### config.mk
export PLATFORM = sky130hd
export DESIGN_NAME = sdio_rbuf_rd
export DESIGN_NICKNAME = d
export VERILOG_FILES = /design/src/rtl/sdio_rbuf_rd.sv
export SDC_FILE = /design/constraint.sdc
export NUM_CORES = 1
export LEC_CHECK = 0
export CORE_MARGIN = 2
export CORE_UTILIZATION = 53
export CTS_CLUSTER_DIAMETER = 200
export DETAILED_ROUTE_END_ITERATION = 12
export GPL_ROUTABILITY_DRIVEN = 1
export PLACE_DENSITY = 0.8
export SYNTH_ARGS = -nofsm -noshare
export SYNTH_HDL_FRONTEND = slang
export SYNTH_SLANG_ARGS = --single-unit
### constraint.sdc
create_clock -name sys_clk -period 3.5 [get_ports sys_clk]
set_input_delay 0.525 -clock sys_clk [delete_from_list [all_inputs] [get_ports sys_clk]]
set_output_delay 0.525 -clock sys_clk [all_outputs]
set_load 0.005 [all_outputs]
### src/rtl/sdio_rbuf_rd.sv
// Sys-clock reader for the SDIO read buffer: drains the ping-pong banks in order,
// streams bytes over valid/ready and hands each emptied bank back to the SD side.
module sdio_rbuf_rd #(
  parameter int BUF_AW = 9,
  parameter int CNT_W  = 16
) (
  input  logic              sys_clk,
  input  logic              sys_rst,
  input  logic              start,
  input  logic [BUF_AW:0]   blk_len,
  input  logic [CNT_W-1:0]  blk_cnt,
  input  logic              buf0_rd_rdy_sys,
  input  logic              buf1_rd_rdy_sys,
  output logic              buf_rd_en,
  output logic [BUF_AW:0]   buf_rd_addr,
  input  logic [7:0]        buf_rd_data,
  output logic [7:0]        dma_data,
  output logic              dma_vld,
  input  logic              dma_rdy,
  output logic              buf_free_sys,
  output logic              busy,
  output logic              done
);

  typedef enum logic [2:0] {
    S_IDLE, S_WAIT, S_FETCH, S_LOAD, S_SEND, S_FREE, S_FIN
  } state_t;

  localparam logic [BUF_AW:0]  LEN_ONE = {{BUF_AW{1'b0}}, 1'b1};
  localparam logic [CNT_W-1:0] CNT_ONE = {{(CNT_W-1){1'b0}}, 1'b1};

  state_t            state;
  logic [BUF_AW:0]   len_r;
  logic [BUF_AW:0]   ofs;
  logic [CNT_W-1:0]  blk_rem;
  logic              bnk;
  logic [1:0]        hold;
  logic [1:0]        rdy;
  logic              bank_ok;
  logic              last_byte;
  logic [BUF_AW-1:0] ofs_inc;

  assign rdy       = {buf1_rd_rdy_sys, buf0_rd_rdy_sys};
  assign bank_ok   = rdy[bnk] & ~hold[bnk];
  // Full-width compare so a 2^BUF_AW block ends at all-ones without touching the bank bit.
  assign last_byte = (ofs == (len_r - LEN_ONE));
  assign ofs_inc   = ofs[BUF_AW-1:0] + 1'b1;

  // A just-freed bank keeps its ready level for a few cycles through the synchronizer;
  // hold masks it until the level has been seen low once.
  always_ff @(posedge sys_clk or posedge sys_rst) begin
    if (sys_rst) begin
      hold <= 2'b00;
    end else begin
      for (int i = 0; i < 2; i++) begin
        if (state == S_FREE && bnk == 1'(i)) begin
          hold[i] <= 1'b1;
        end else if (!rdy[i]) begin
          hold[i] <= 1'b0;
        end
      end
    end
  end

  always_ff @(posedge sys_clk or posedge sys_rst) begin
    if (sys_rst) begin
      state        <= S_IDLE;
      len_r        <= '0;
      ofs          <= '0;
      blk_rem      <= '0;
      bnk          <= 1'b0;
      buf_rd_en    <= 1'b0;
      buf_rd_addr  <= '0;
      dma_data     <= '0;
      dma_vld      <= 1'b0;
      buf_free_sys <= 1'b0;
      busy         <= 1'b0;
      done         <= 1'b0;
    end else begin
      buf_rd_en    <= 1'b0;
      buf_free_sys <= 1'b0;
      done         <= 1'b0;
      case (state)
        S_IDLE: begin
          if (start) begin
            if (blk_cnt == '0) begin
              done <= 1'b1;
            end else begin
              len_r   <= blk_len;
              blk_rem <= blk_cnt;
              ofs     <= '0;
              busy    <= 1'b1;
              state   <= S_WAIT;
            end
          end
        end
        S_WAIT: begin
          if (bank_ok) begin
            buf_rd_en   <= 1'b1;
            buf_rd_addr <= {bnk, ofs[BUF_AW-1:0]};
            state       <= S_FETCH;
          end
        end
        S_FETCH: state <= S_LOAD;
        S_LOAD: begin
          dma_data <= buf_rd_data;
          dma_vld  <= 1'b1;
          state    <= S_SEND;
        end
        S_SEND: begin
          // dma_vld is high for the whole of SEND, so dma_rdy alone marks acceptance.
          if (dma_rdy) begin
            dma_vld <= 1'b0;
            if (last_byte) begin
              buf_free_sys <= 1'b1;
              state        <= S_FREE;
            end else begin
              ofs         <= {1'b0, ofs_inc};
              buf_rd_en   <= 1'b1;
              buf_rd_addr <= {bnk, ofs_inc};
              state       <= S_FETCH;
            end
          end
        end
        S_FREE: begin
          bnk     <= ~bnk;
          ofs     <= '0;
          blk_rem <= blk_rem - CNT_ONE;
          if (blk_rem == CNT_ONE) begin
            done  <= 1'b1;
            state <= S_FIN;
          end else begin
            state <= S_WAIT;
          end
        end
        S_FIN: begin
          busy  <= 1'b0;
          state <= S_IDLE;
        end
        default: state <= S_IDLE;
      endcase
    end
  end

endmodule
==> metrics.txt <==
area post-placement 0.004250 sq mm; largest net degree at the start of global routing 28; htree depth 3; worst hold-check slack 0.4781 ns; port bufs 62; number of cells in the finished layout apart from fillers 532; Worst Hold Class reg2reg; grt ovf 0; Final WS setup 0.4484 ns; # rows 29; dominant synthesized flop cell dfrtp_1; DR WL/cell 15.77 um; min cycle time layout 3.052 ns; DRC 2; status finished, violations left; wl on met1 3685 um; Vert. Die Dim 85.88 um; Layout area overhead 25.21%; CP max stage cell dfrtp_1; # diodes 0; Die W 85.88 um; f_max 327.7 MHz; crit-path max FO 11; Setup Skew 0.006770 ns; WP data arrival 3.27 ns; Starting Density 55.33%; initial antenna violation count 0; Nets 495; CP max stage delay 0.49 ns; top cell type's share of synthesized area 45.07%; syn nets 433; Clock Latency Late Sink 0.34 ns; Power Density 726.1 mW/mm^2; worst vdd ir 0.0005169 V; Post-synth EDFFs 0; RSZ-0062 raised after global routing false; gr usage total 24.79%; post-synthesis cell area 0.003553 sq mm; TNS Setup 0 ns; Gate Count Post-Synth 388; GPL Wtd Cong 0.8762; IO Pins 63; DRT iter0 DRCs 242; Yosys reg bits 64; CTS root buf clkbuf_8; critical path class reg2reg; TritonCTS buffer count 9; Clock transition at path regs 0.07 ns; die area 0.007375 sq mm; Setup WS pre-CTS 0.3890 ns; CP bufs+invs 1; layout cells sized above 1 8.791%; CP delay by family, top simple AND/OR/NAND/NOR gates; Yosys top cell by area dfrtp_1; CTS tree built; YS warnings 0; Routed met3 length 380 um; # setup viols final 0; library cells used by synthesis 55; global-route wire length before repair 14480 um; static leakage 1.941 nW; Vias/cell 5.998; Final ANT Viol Nets 0; Avg Cell Area, Syn 9.158 sq um; total of max-cap violations 0; Final Slew Violations 0; most frequent cells in the layout dfrtp_1 (64), clkdlybuf4s50_1 (62), nand2_1 (61); final hold vios 0; failing checks DRC; dominant cells by area after synthesis dfrtp_1 (45%), nand2_1 (6.4%), nor2_1 (3.3%); clk sinks 64; vias in the first global route 3108; Placed Cells 516; max layer used met4; Seq/Total Area, Yosys 45.07%; Core ar. 0.006422 sq mm; Vias 3191; crit start category flop; Detail Placement HPWL 6109 um; Final period util 87.19%; Setup crit end kind flop; worst-case clock buffer depth 2; cell area after layout 0.004449 sq mm; First-pass DRT Iterations 9; commonest non-fill, non-tap cell in the layout dfrtp_1; Final Routed Wirelength 8387 um; detailed-routed wire length on met2 4149 um; critical path cell sequence inv_1 -> ha_1 -> and2_1 -> o21ai_0 -> a21oi_1 -> nor4_1 -> and3_1 -> a2bb2oi_4 -> mux2_1; Post-synth ARST share 100.0%; Slew HR 52.29%; worst slew pin tran 0.7091 ns; Req. time, crit path 3.72 ns; Post-CTS Setup Inserts 0
final timing paths:
kind	slack, ns	to	startpoint	depth (start not counted)
setup / recovery	0.45	buf_rd_addr[6]	len_r[0]	9
hold / removal	0.48	dma_vld	dma_vld	2
setup reg to reg	0.45	buf_rd_addr[6]	len_r[0]	9
hold reg to reg	0.48	dma_vld	dma_vld	2
max in group asynchronous	2.27	len_r[4]	sys_rst	3
min in group asynchronous	0.55	dma_data[3]	sys_rst	2
synth_stat cells, types with 4 or more instances:
cell,instances
dfrtp_1,64
nand2_1,61
nor2_1,31
nand3_1,19
clkbuf_1,17
o21ai_0,17
inv_1,14
a21oi_1,13
nor3_1,11
xor2_1,11
mux2_1,10
nor4_1,10
mux2_2,8
o31ai_1,7
xnor2_1,7
ha_1,5
o211ai_1,5
or3_1,5
a211oi_1,4
and3_1,4
nand2b_1,4
nor2b_1,4
logic make-up after synthesis:
family | after synthesis | share of synthesized area [%]
AND/OR/NAND/NOR | 167 | 23.34
AO/OA/AOI/OAI | 78 | 15.14
flip-flops | 64 | 45.07
buffers and inverters | 37 | 4.260
multiplexers | 19 | 5.986
XOR/XNOR | 18 | 4.437
adder cells (fa/ha/maj) | 5 | 1.761
worst register-to-register path, stage by stage, from the launching register on:
cell	delay, ns
dfrtp_1	0.49
inv_1	0.10
ha_1	0.34
and2_1	0.23
o21ai_0	0.18
a21oi_1	0.09
nor4_1	0.48
and3_1	0.31
a2bb2oi_4	0.35
mux2_1	0.37
metrics by stage:
step | util [%] | total power [mW]
finish | 69.28 | 3.231
global route | 69.28 | 3.488
CTS | 69.10 | 3.237
detailed placement | 66.18 | 2.609
global placement | 66.18 | 2.558
floorplan | - | 2.141
report_power, final:
| part | switching [mW] | total, mW | internal, mW |
|---|---|---|---|
| sequential | 0.307 | 1.30 | 0.994 |
| combinational | 0.666 | 1.31 | 0.647 |
| clock | 0.291 | 0.616 | 0.325 |
area by class of cell:
| class | count | area (sq um) |
|---|---|---|
| fill | 533 | 1973 |
| multi-input combinational | 287 | 1812 |
| sequential | 64 | 1602 |
| timing repair buffer | 71 | 688.2 |
| clock buffer | 10 | 127.6 |
| tap | 77 | 96.34 |
| inverter | 17 | 63.81 |
| clock inverter | 6 | 60.06 |
routing by layer:
metal,up-vias,track usage (%)
li1,1522,-
met1,1546,33.10
met2,107,39.53
met3,16,6.160
met4,0,8.658
met5,-,0
state kept, by name, indices dropped and copies added, names as in the netlist:
signal        flops
busy              1
buf_rd_addr      10
buf_free_sys      1
state             3
buf_rd_en         1
blk_rem          16
bnk               1
hold              2
dma_data          8
dma_vld           1
done              1
ofs               9
len_r            10
repair_timing:
action	4_1_cts	5_1_grt
gates resized for setup	0	1
hold buffers	0	0
endpoints found under the setup margin	0	10
No activity file was read; power rests on OpenSTA's default activity.
